<file path="src/rtl/enet_pkg.sv">
// Shared Ethernet MAC-control constants and the pause-frame parser state type.
package enet_pkg;

   localparam logic [15:0] ENET_TYPE_MAC_CTRL = 16'h8808;
   localparam logic [15:0] ENET_OPC_PAUSE     = 16'h0001;
   localparam logic [47:0] ENET_PAUSE_MCAST   = 48'h0180C2000001;

   typedef enum logic [2:0] {
      ST_IDLE,
      ST_DA,
      ST_SA,
      ST_TYPE,
      ST_OPC,
      ST_QUANTA,
      ST_WAIT_EOF
   } parse_state_t;

   // Byte idx (0 = first on the wire) of a 6-byte MAC address.
   function automatic logic [7:0] addr_byte(input logic [47:0] addr, input logic [2:0] idx);
      logic [47:0] shifted;
      shifted = addr >> (6'd40 - {idx, 3'b000});
      return shifted[7:0];
   endfunction

   // Byte of a 2-byte field sent MSB first: sel 0 = high byte, 1 = low byte.
   function automatic logic [7:0] field_byte(input logic [15:0] field, input logic sel);
      return sel ? field[7:0] : field[15:8];
   endfunction

endpackage

</file>
<file path="src/rtl/enet_pause_timer.sv">
// Pause quanta down-counter: load overrides tick, saturates at zero.
module enet_pause_timer #(
   parameter int PAUSE_W = 16
) (
   input  logic               rx_clk,
   input  logic               rst_n,
   input  logic               load,
   input  logic [PAUSE_W-1:0] load_val,
   input  logic               tick,
   output logic [PAUSE_W-1:0] count,
   output logic               active
);

   // Load a fresh pause time, otherwise count down one quantum per tick.
   always_ff @(posedge rx_clk or negedge rst_n) begin
      if (!rst_n) begin
         count <= '0;
      end else if (load) begin
         count <= load_val;
      end else if (tick && (count != '0)) begin
         count <= count - 1'b1;
      end
   end

   assign active = (count != '0);

endmodule

</file>
<file path="src/rtl/enet_rx_pause_ctrl.sv">
// Receive-side 802.3x pause frame detector and pause timer.
// Optional build macro ENET_RX_PAUSE_UNICAST_EN: also accept pause frames
// addressed to the station address {palr, paur_u16}.
//
// state       | meaning
// ST_IDLE     | no frame in progress, bytes without sof ignored
// ST_DA       | comparing destination address bytes 0..5
// ST_SA       | skipping source address bytes 0..5
// ST_TYPE     | checking length/type field against 0x8808
// ST_OPC      | checking MAC control opcode against 0x0001
// ST_QUANTA   | capturing pause quanta (MSB first)
// ST_WAIT_EOF | quanta captured, waiting for the FCS end
module enet_rx_pause_ctrl
   import enet_pkg::*;
#(
   parameter int PAUSE_W = 16
) (
   input  logic               rx_clk,
   input  logic               rst_n,
   input  logic               rx_valid,
   input  logic [7:0]         rx_data,
   input  logic               rx_sof,
   input  logic               rx_eof,
   input  logic               rx_crc_ok,
   input  logic [31:0]        palr,
   input  logic [15:0]        paur_u16,
   input  logic               quanta_tick,
   output logic               pause_active,
   output logic [PAUSE_W-1:0] pause_quanta,
   output logic               pause_rcvd,
   output logic               ctrl_frame
);

   parse_state_t state, state_nxt, base_state;
   logic [2:0]   cnt, cnt_nxt, base_cnt;
   logic         reject, reject_nxt, base_reject;
   logic         type_hi_ok, type_hi_ok_nxt;
   logic         type_ctrl, type_ctrl_nxt, base_type_ctrl;
   logic         quanta_done, quanta_done_nxt, base_quanta_done;
   logic [15:0]  quanta_hold, quanta_hold_nxt;
   logic         mc_miss, mc_miss_nxt, base_mc_miss;
   logic         da_bad;
   logic         accept;
   logic         ctrl_hit;

`ifdef ENET_RX_PAUSE_UNICAST_EN
   logic         st_miss, st_miss_nxt, base_st_miss;
`else
   logic         unused_station;
   assign unused_station = ^{palr, paur_u16};
`endif

   // Next-state parse of the current byte; a sof byte is always DA byte 0 of a fresh frame.
   always_comb begin
      base_state       = state;
      base_cnt         = cnt;
      base_reject      = reject;
      base_type_ctrl   = type_ctrl;
      base_quanta_done = quanta_done;
      base_mc_miss     = mc_miss;
`ifdef ENET_RX_PAUSE_UNICAST_EN
      base_st_miss     = st_miss;
`endif
      if (rx_valid && rx_sof) begin
         base_state       = ST_DA;
         base_cnt         = 3'd0;
         base_reject      = 1'b0;
         base_type_ctrl   = 1'b0;
         base_quanta_done = 1'b0;
         base_mc_miss     = 1'b0;
`ifdef ENET_RX_PAUSE_UNICAST_EN
         base_st_miss     = 1'b0;
`endif
      end

      state_nxt       = state;
      cnt_nxt         = cnt;
      reject_nxt      = reject;
      type_hi_ok_nxt  = type_hi_ok;
      type_ctrl_nxt   = type_ctrl;
      quanta_done_nxt = quanta_done;
      quanta_hold_nxt = quanta_hold;
      mc_miss_nxt     = mc_miss;
`ifdef ENET_RX_PAUSE_UNICAST_EN
      st_miss_nxt     = st_miss;
`endif
      da_bad          = 1'b0;
      accept          = 1'b0;
      ctrl_hit        = 1'b0;

      if (rx_valid) begin
         state_nxt       = base_state;
         cnt_nxt         = base_cnt;
         reject_nxt      = base_reject;
         type_ctrl_nxt   = base_type_ctrl;
         quanta_done_nxt = base_quanta_done;
         mc_miss_nxt     = base_mc_miss;
`ifdef ENET_RX_PAUSE_UNICAST_EN
         st_miss_nxt     = base_st_miss;
`endif
         case (base_state)
            ST_DA: begin
               mc_miss_nxt = base_mc_miss | (rx_data != addr_byte(ENET_PAUSE_MCAST, base_cnt));
`ifdef ENET_RX_PAUSE_UNICAST_EN
               st_miss_nxt = base_st_miss | (rx_data != addr_byte({palr, paur_u16}, base_cnt));
               da_bad      = mc_miss_nxt & st_miss_nxt;
`else
               da_bad      = mc_miss_nxt;
`endif
               if (base_cnt == 3'd5) begin
                  if (da_bad) reject_nxt = 1'b1;
                  state_nxt = ST_SA;
                  cnt_nxt   = 3'd0;
               end else begin
                  cnt_nxt = base_cnt + 3'd1;
               end
            end
            ST_SA: begin
               if (base_cnt == 3'd5) begin
                  state_nxt = ST_TYPE;
                  cnt_nxt   = 3'd0;
               end else begin
                  cnt_nxt = base_cnt + 3'd1;
               end
            end
            ST_TYPE: begin
               if (!base_cnt[0]) begin
                  type_hi_ok_nxt = (rx_data == field_byte(ENET_TYPE_MAC_CTRL, 1'b0));
                  if (!type_hi_ok_nxt) reject_nxt = 1'b1;
                  cnt_nxt = 3'd1;
               end else begin
                  type_ctrl_nxt = type_hi_ok && (rx_data == field_byte(ENET_TYPE_MAC_CTRL, 1'b1));
                  if (rx_data != field_byte(ENET_TYPE_MAC_CTRL, 1'b1)) reject_nxt = 1'b1;
                  state_nxt = ST_OPC;
                  cnt_nxt   = 3'd0;
               end
            end
            ST_OPC: begin
               if (rx_data != field_byte(ENET_OPC_PAUSE, base_cnt[0])) reject_nxt = 1'b1;
               if (!base_cnt[0]) begin
                  cnt_nxt = 3'd1;
               end else begin
                  state_nxt = ST_QUANTA;
                  cnt_nxt   = 3'd0;
               end
            end
            ST_QUANTA: begin
               if (!base_cnt[0]) begin
                  quanta_hold_nxt[15:8] = rx_data;
                  cnt_nxt = 3'd1;
               end else begin
                  quanta_hold_nxt[7:0] = rx_data;
                  quanta_done_nxt      = 1'b1;
                  state_nxt            = ST_WAIT_EOF;
                  cnt_nxt              = 3'd0;
               end
            end
            ST_IDLE, ST_WAIT_EOF: ;
            default: state_nxt = ST_IDLE;
         endcase

         // The eof byte is parsed first, so a field finishing on it still counts.
         if (rx_eof && (base_state != ST_IDLE)) begin
            ctrl_hit  = type_ctrl_nxt;
            accept    = quanta_done_nxt && !reject_nxt && rx_crc_ok;
            state_nxt = ST_IDLE;
            cnt_nxt   = 3'd0;
         end
      end
   end

   // Parser registers and the one-cycle result pulses.
   always_ff @(posedge rx_clk or negedge rst_n) begin
      if (!rst_n) begin
         state       <= ST_IDLE;
         cnt         <= 3'd0;
         reject      <= 1'b0;
         type_hi_ok  <= 1'b0;
         type_ctrl   <= 1'b0;
         quanta_done <= 1'b0;
         quanta_hold <= 16'h0000;
         mc_miss     <= 1'b0;
`ifdef ENET_RX_PAUSE_UNICAST_EN
         st_miss     <= 1'b0;
`endif
         pause_rcvd  <= 1'b0;
         ctrl_frame  <= 1'b0;
      end else begin
         state       <= state_nxt;
         cnt         <= cnt_nxt;
         reject      <= reject_nxt;
         type_hi_ok  <= type_hi_ok_nxt;
         type_ctrl   <= type_ctrl_nxt;
         quanta_done <= quanta_done_nxt;
         quanta_hold <= quanta_hold_nxt;
         mc_miss     <= mc_miss_nxt;
`ifdef ENET_RX_PAUSE_UNICAST_EN
         st_miss     <= st_miss_nxt;
`endif
         pause_rcvd  <= accept;
         ctrl_frame  <= ctrl_hit;
      end
   end

   // Accepted quanta land in the timer on the same edge that raises pause_rcvd.
   enet_pause_timer #(
      .PAUSE_W (PAUSE_W)
   ) u_timer (
      .rx_clk   (rx_clk),
      .rst_n    (rst_n),
      .load     (accept),
      .load_val (PAUSE_W'(quanta_hold_nxt)),
      .tick     (quanta_tick),
      .count    (pause_quanta),
      .active   (pause_active)
   );

endmodule

</file>
<file path="config.mk">
export PLATFORM = sky130hd
export DESIGN_NAME = enet_rx_pause_ctrl
export DESIGN_NICKNAME = d
export VERILOG_FILES = /design/src/rtl/enet_pkg.sv /design/src/rtl/enet_pause_timer.sv /design/src/rtl/enet_rx_pause_ctrl.sv
export SDC_FILE = /design/constraint.sdc
export NUM_CORES = 1
export LEC_CHECK = 0
export CAP_MARGIN = 20
export CORE_ASPECT_RATIO = 1.5
export CORE_MARGIN = 3
export CORE_UTILIZATION = 47
export CTS_CLUSTER_SIZE = 25
export DETAILED_ROUTE_END_ITERATION = 6
export GPL_TIMING_DRIVEN = 0
export PLACE_DENSITY_LB_ADDON = 0.2
export RECOVER_POWER = 100
export SLEW_MARGIN = 15
export SYNTH_ARGS = -nofsm -noshare
export SYNTH_HDL_FRONTEND = slang
export SYNTH_SLANG_ARGS = --single-unit
</file>
<file path="constraint.sdc">
create_clock -name rx_clk -period 2.8 [get_ports rx_clk]
set_clock_uncertainty 0.15 [all_clocks]
set_input_delay 0.56 -clock rx_clk [delete_from_list [all_inputs] [get_ports rx_clk]]
set_output_delay 0.56 -clock rx_clk [all_outputs]
set_load 0.01 [all_outputs]
</file>
==> results of run 1 <==
-- power breakdown --
group	switching, mW	total [mW]	internal, mW
clock	0.222	0.445	0.223
combinational	0.402	0.852	0.450
sequential	0.135	0.902	0.768
total	0.758	2.20	1.44
-- cell type report --
type | count | share of cell area (%)
multi-input cells | 191 | 44.09
flip-flops and latches | 45 | 33.37
repair buffers | 45 | 12.83
plain buffers | 14 | 2.892
clock buffers | 7 | 2.855
well taps | 70 | 2.595
inverters | 11 | 1.224
clock inverters | 1 | 0.1483
-- worst max-delay path: stages --
cell and delay (ns):
sky130_fd_sc_hd__clkdlybuf4s50_1 0.44, sky130_fd_sc_hd__buf_6 0.15, sky130_fd_sc_hd__and2_4 0.16, sky130_fd_sc_hd__buf_6 0.14, sky130_fd_sc_hd__o31ai_4 0.23, sky130_fd_sc_hd__o2111ai_2 0.15, sky130_fd_sc_hd__o211ai_2 0.32, sky130_fd_sc_hd__nand3_4 0.17
sky130_fd_sc_hd__clkbuf_16 0.19, sky130_fd_sc_hd__mux2_4 0.28
-- layer usage --
metal / vias to the layer above / GRT usage [%]
met1: 1057 / 23.66
met3: 8 / 2.965
met4: 0 / 6.585
met2: 46 / 35.41
met5: - / 0
li1: 1044 / -
-- layout by cell type, fill, tap and decap left out, types with 4 or more instances in the layout --
cell | synthesis | routed
sky130_fd_sc_hd__dfrtp_1 | 45 | 45
sky130_fd_sc_hd__dlygate4sd3_1 | 0 | 18
sky130_fd_sc_hd__nor2_1 | 17 | 17
sky130_fd_sc_hd__o21ai_0 | 17 | 17
sky130_fd_sc_hd__mux2_2 | 25 | 16
sky130_fd_sc_hd__nand2_1 | 15 | 15
sky130_fd_sc_hd__buf_4 | 2 | 12
sky130_fd_sc_hd__clkdlybuf4s50_1 | 0 | 12
sky130_fd_sc_hd__inv_1 | 11 | 11
sky130_fd_sc_hd__a21oi_1 | 10 | 10
sky130_fd_sc_hd__xor2_1 | 10 | 10
sky130_fd_sc_hd__mux2_1 | 0 | 9
sky130_fd_sc_hd__clkbuf_1 | 7 | 8
sky130_fd_sc_hd__nor3_1 | 8 | 8
sky130_fd_sc_hd__mux2_4 | 8 | 8
sky130_fd_sc_hd__clkbuf_8 | 0 | 7
sky130_fd_sc_hd__xnor2_1 | 6 | 6
sky130_fd_sc_hd__and3_1 | 6 | 6
sky130_fd_sc_hd__nand3_1 | 6 | 6
sky130_fd_sc_hd__nor2b_1 | 5 | 5
sky130_fd_sc_hd__nor3b_1 | 4 | 4
-- kinds of logic (layout without fill, tap and decap cells) --
| group | Yosys count | count (layout) | share of synthesized area [%] |
|---|---|---|---|
| xor gates and xnor gates | 16 | 16 | 5.199 |
| adders and majority gates | 1 | 1 | 0.4642 |
| muxes | 34 | 34 | 15.27 |
| buffers and inverters | 25 | 78 | 4.689 |
| DFF | 45 | 45 | 41.78 |
| AOI/OAI and AO/OA | 54 | 54 | 13.60 |
| and+or+nand+nor | 86 | 86 | 18.99 |
-- registers in the layout, summed over array words and instances (netlist names) --
name,count
pause_rcvd,1
state,3
type_ctrl,1
cnt,3
type_hi_ok,1
ctrl_frame,1
quanta_done,1
mc_miss,1
quanta_hold,16
u_timer.count,16
reject,1
-- repair_timing --
item / CTS / global route
hold buffers: 0 / 0
endpoints found under the setup margin: 9 / 15
resized for setup: 4 / 5
buffers inserted: 5 / 6
pin swaps: 4 / 4
cloned: 0 / 1
-- worst paths after layout --
path,slack (ns),from,cells after the start,to
max,0.02,rx_sof,10,u_timer.count[9]$_DFFE_PN0P_
min,0.18,rst_n,1,state[1]$_DFFE_PN0P_
max reg2reg,0.25,cnt[2]$_DFFE_PN0P_,8,u_timer.count[9]$_DFFE_PN0P_
min reg2reg,0.32,quanta_hold[8]$_DFF_PN0_,2,quanta_hold[8]$_DFF_PN0_
max in group asynchronous,0.47,rst_n,2,u_timer.count[10]$_DFFE_PN0P_
min in group rx_clk,0.32,quanta_hold[8]$_DFF_PN0_,2,quanta_hold[8]$_DFF_PN0_
-- metrics by stage --
stage	instances	cell area [um^2]
after detailed placement	364	3118
after global routing	384	3374
after CTS	377	3273
final	384	3374
after floorplan	261	2695
after global placement	363	3103
==> impl_results.md, run 1 <==
- Met2 routed WL: 3493 um
- Count of synthesis-stage warnings from yosys: 0
- Worst setup SP type: input port
- Die Wd: 67.83 um
- Clock edge transition at the registers on the reported setup and hold paths: 0.09 ns
- Routed Antenna Nets: 0
- Residual DRC count: 0
- Worst hold margin: ~0.18 ns
- Number of antenna violations at the first check in global routing: 0
- Worst min path class: input port to async pin
- Clock insertion delay at the later pin of the skew report: 0.30 ns
- Final setup TNS: 0 ns
- Per-cell routed wire length: 16.55 um
- Number of buffers created by CTS: 5
- Post-Syn Area: between 0.002 and 0.003 mm^2
- Minimum period implied by the final worst setup slack: 2.779 ns
- Worst-margin pin slew: 1.353 ns
- Iteration count of the initial detailed-routing pass: 4
- Combined area of the multi-input logic cells: 0.001488 mm^2
- Count of unique library cells instantiated by Yosys: 55
- Minimum setup slack after placement: -0.3756 ns
- Worst-path maximum fanout: 10
- Die area: 0.006698 mm^2
- Number of flops mapped to enable cells by yosys: 0
- Net Count, Synth: roughly 330
- Required time of the critical path: 2.83 ns
- WL final: 6355 um
- Relative max-transition margin: around a tenth
- Cell type with the largest total area after synthesis: sky130_fd_sc_hd__dfrtp_1
- Leakage power total: 1.580 nW
- Placement row count: 33
- Most frequent cell after synthesis: sky130_fd_sc_hd__dfrtp_1
- GP Congestion: 0.8601
- Clock sink count: 45
- Total setup violations reported at the end of the flow: 0
- GRT overflow: 0
- Pwr per Cell Area: around 650 mW/mm^2
- Outcome: finished, final reports clean
- Most area-consuming cells after synthesis: sky130_fd_sc_hd__dfrtp_1 42%, sky130_fd_sc_hd__mux2_2 10%, sky130_fd_sc_hd__mux2_4 4.5%, sky130_fd_sc_hd__xor2_1 3.2%, sky130_fd_sc_hd__o21ai_0 3.2%
- First-pass GRT wire length: between 10,000 and 15,000 um
- Cell at the root of the clock tree: sky130_fd_sc_hd__clkbuf_8
- GRT Util Overall: 19.86%
- Top cells by instance count after synthesis: 45 x sky130_fd_sc_hd__dfrtp_1, 25 x sky130_fd_sc_hd__mux2_2, 17 x sky130_fd_sc_hd__nor2_1, 17 x sky130_fd_sc_hd__o21ai_0, 15 x sky130_fd_sc_hd__nand2_1
- Overall die height: slightly below 100 um
- Clock tree from TritonCTS: done
- Number of global-route vias before repair: 2,103
- Final setup margin: 0.02119 ns
- Initial core utilization: between 40% and 50%
- Count of input and output buffers: 32
- Top routing layer in use: met4
- Predominant post-synthesis flop cell: sky130_fd_sc_hd__dfrtp_1
- Total length of routed met3 wires: 174 um
- Core area: 0.005492 mm^2
- Via total after detailed routing: ~2,200
- Post-synthesis sequential element count: 45
- Longest Clk Path Bufs: 2
- Util after Layout: 61.45%
- Total Power: between 2 and 2.5 mW
- Met1 Routed Length: 2577 um
- Cell count after synthesis: 261
- Final Hold Vio Count: 0
- Max_cap viols: 0
- FF+latch area: 0.001126 mm^2
- Number of fill cells: 468
- CTS HTree Levels: 2
- Final Slew Violations: 0
- Worst-case vdd ir drop: between 0.4 and 0.5 mV
- Sequential area share after synthesis: 41.78%
- Synthesis-to-finish area growth: 25.21%
- Maximum clock frequency: around 360 MHz
- WP data arrival: 2.81 ns
- Average cell area after synthesis: around 10 um^2
- Number of antenna repair diodes: 0
- Final Cycle Share: between 90 and 100%
- Vias per std cell: 5.612
- Pin count of the biggest net entering global routing: 32
- Share of cells above drive strength 1: between 20% and 30%
- Category of the critical setup timing path: input port to register
- Detailed placer's ending HPWL: 4614 um
- IO Pins: 82
- Final #Nets: 377
- Area share of the largest cell type after synthesis: 41.78%
- Endpoint type of the worst setup path: register
- FFs w/ async S/R, synth: 100.0%
- Number of DRC markers after the initial detailed-route iteration: 125
Note: power is estimated with default switching activity, not from simulation.
==> run 2: changes to the inputs <==
CORE_UTILIZATION = 45   (was 47)
==> run 2 against run 1 <==
Count of clock-buffer cells in the layout shrank 2. Flip-flop and latch count is the same. Hold slack gained 0.088 ns. Routed wire length shrank 1.2%. Worst setup slack gained 0.065 ns. First-iteration DRC count grew 3.2%. Final cell count shrank 2.6%. Largest cell class unchanged.
==> impl_results.md, run 2 (synthesized netlist as in run 1, its figures left out) <==
- Top Registers: quanta_hold: 16 flops, u_timer.count: 16 flops
- Clk network pwr share: 21.8%
- Count of input and output buffers: 32
- Most frequent standard cell in the layout excluding fill and tap cells: sky130_fd_sc_hd__dfrtp_1
- Clock tree from TritonCTS: done
- Number of buffers and inverters on the critical path: 2
- Synthesis-to-finish area growth: 21.54%
- Initial core utilization: 47.99%
- Final setup TNS: 0 ns
- Util after Layout: 58.33%
- First-pass GRT wire length: roughly 11,000 um
- Minimum period implied by the final worst setup slack: 2.714 ns
- WL final: between 6000 and 7000 um
- Max_cap viols: 0
- Pin count of the biggest net entering global routing: 29
- Peak per-stage delay on the critical path: around 0.67 ns
- Clock insertion delay at the later pin of the skew report: 0.30 ns
- Crit Reg-Reg Endpoint: u_timer.count[13]$_DFFE_PN0P_
- Worst-path cell with the longest stage delay: sky130_fd_sc_hd__clkdlybuf4s50_1
- CP startpoint: rx_data[1]
- Pwr per Cell Area: about 680 mW/mm^2
- GRT overflow: 0
- Final Hold Vio Count: 0
- Start of the worst register-to-register path: u_timer.count[4]$_DFFE_PN0P_
- Placement row count: 33
- CTS HTree Levels: 2
- Leakage power total: 1.513 nW
- Total setup violations reported at the end of the flow: 0
- Routed Antenna Nets: 0
- Total Power: 2.224 mW
- Hold Buf Count CTS: 0
- Via total after detailed routing: 2,114
- Per-cell routed wire length: ~17 um
- IO Pins: 82
- Worst hold margin: 0.2692 ns
- RSZ-0062 raised after global routing: false
- Endpoint type of the worst setup path: register
- Die area: around 0.0070 mm^2
- Clock edge transition at the registers on the reported setup and hold paths: 0.09 ns
- WP data arrival: 2.74 ns
- Final #Nets: 368
- Fraction of power spent switching nets: 34.29%
- Final setup margin: between 0.08 and 0.09 ns
- Maximum clock frequency: 368.4 MHz
- Share of cells above drive strength 1: 16.45%
- Vias per std cell: roughly 5.7
- Number of fill cells: 530
- Outcome: finished, final reports clean
- Cell family with most CP delay: buffers and inverters
- Internal Power: 1.462 mW
- Cell-by-cell listing of the critical path: clkdlybuf4s50_1, nand2_1, nor4_4, o2111ai_2, o211ai_2, nand3_4, buf_6, mux2_1
- Cells on worst reg2reg path: 6
- Category of the critical setup timing path: input port to register
- GP Congestion: 0.8578
- Die Wd: 69.19 um
- Detailed placer's ending HPWL: 4672 um
- Number of antenna repair diodes: 0
- Comb pwr share: 37.5%
- Switching Power: 0.7627 mW
- Iteration count of the initial detailed-routing pass: 4
- Relative max-transition margin: between 10% and 20%
- Number of buffers created by CTS: 5
- Number of global-route vias before repair: 2,125
- Cell at the root of the clock tree: sky130_fd_sc_hd__clkbuf_8
- Capture point of the critical path: u_timer.count[9]$_DFFE_PN0P_
- Overall die height: 100.8 um
- Worst-path maximum fanout: 9
- Core area: 0.005615 mm^2
- Sequential share of power: about two fifths
- Minimum setup slack after placement: -0.3890 ns
- Worst min path class: input port to async pin
- Final Cycle Share: 96.94%
- Clock sink count: 45
- Residual DRC count: 0
- Minimum setup slack among reg-to-reg paths: 0.22 ns
- Required time of the critical path: 2.82 ns
- Worst-margin pin slew: 1.211 ns
- Logic depth of the worst setup path including buffers: 8
- Number of antenna violations at the first check in global routing: 0
- Number of DRC markers after the initial detailed-route iteration: 129
- GRT Util Overall: 18.74%
- Longest Clk Path Bufs: 2
- Worst setup SP type: input port
- Worst-case vdd ir drop: 0.5022 mV
- Most used cells in the layout excluding fill and tap cells: 45 x sky130_fd_sc_hd__dfrtp_1, 18 x sky130_fd_sc_hd__dlygate4sd3_1, 17 x sky130_fd_sc_hd__nor2_1, 17 x sky130_fd_sc_hd__o21ai_0
- Final Slew Violations: 0
## run 2: how the worst min path moves through the flow
stage	slack [ns]	cells after the start	from	endpoint
floorplan	0.11	0	rst_n	cnt[0]$_DFFE_PN0P_
global placement	0.31	1	quanta_done$_DFFE_PN0P_	quanta_done$_DFFE_PN0P_
detailed placement	0.31	1	quanta_done$_DFFE_PN0P_	quanta_done$_DFFE_PN0P_
CTS	0.06	1	rst_n	cnt[2]$_DFFE_PN0P_
global route	0.34	1	rst_n	cnt[2]$_DFFE_PN0P_
finish	0.27	1	rst_n	cnt[2]$_DFFE_PN0P_
## run 2: stage by stage
| stage | instance area [um^2] | instances |
|---|---|---|
| after global placement | 3103 | 363 |
| final | 3276 | 374 |
| after floorplan | 2695 | 261 |
| after detailed placement | 3118 | 364 |
| after CTS | 3254 | 372 |
| after global routing | 3276 | 374 |
## run 2: final cells by class
type                            instances  area, um^2  area share, %
Clock buffer                            5       68.82          2.101
Clock inverter                          2       35.03          1.070
Multi-Input combinational cell        191        1481          45.23
Sequential cell                        45        1126          34.38
Tap cell                               70       87.58          2.674
Buffer                                 14       88.84          2.712
Inverter                               11       41.29          1.261
Timing Repair Buffer                   36       346.6          10.58
## run 2: what timing repair did
item,in CTS,in global routing
buffers inserted,1,2
gates resized for setup,4,9
pin swaps,3,5
setup endpoints to repair,9,16
## run 2: power groups by stage
stage | Sequential (mW) | Clock [mW] | Combinational (mW)
2_1_floorplan | 0.941 | 0 | 0.476
3_3_place_gp | 0.917 | 0 | 0.845
3_5_place_dp | 0.916 | 0 | 0.862
4_1_cts | 0.909 | 0.500 | 0.886
5_1_grt | 0.931 | 0.522 | 0.922
6_report | 0.906 | 0.484 | 0.834
## run 2: routing by layer
metal	vias to the layer above	global-route usage, %	routed length [um]
met2	56	34.56	3268
li1	1020	-	-
met5	-	0	0
met1	1023	21.24	2661
met4	0	7.820	168
met3	15	3.094	178
## run 2: worst register-to-register path, cell delays in order, from the launching register on
cell and delay [ns]:
sky130_fd_sc_hd__dfrtp_1 0.42, sky130_fd_sc_hd__or3_4 0.42, sky130_fd_sc_hd__nand2b_1 0.24, sky130_fd_sc_hd__or4_1 0.48, sky130_fd_sc_hd__nor2_1 0.13, sky130_fd_sc_hd__mux2_2 0.34
sky130_fd_sc_hd__mux2_1 0.29
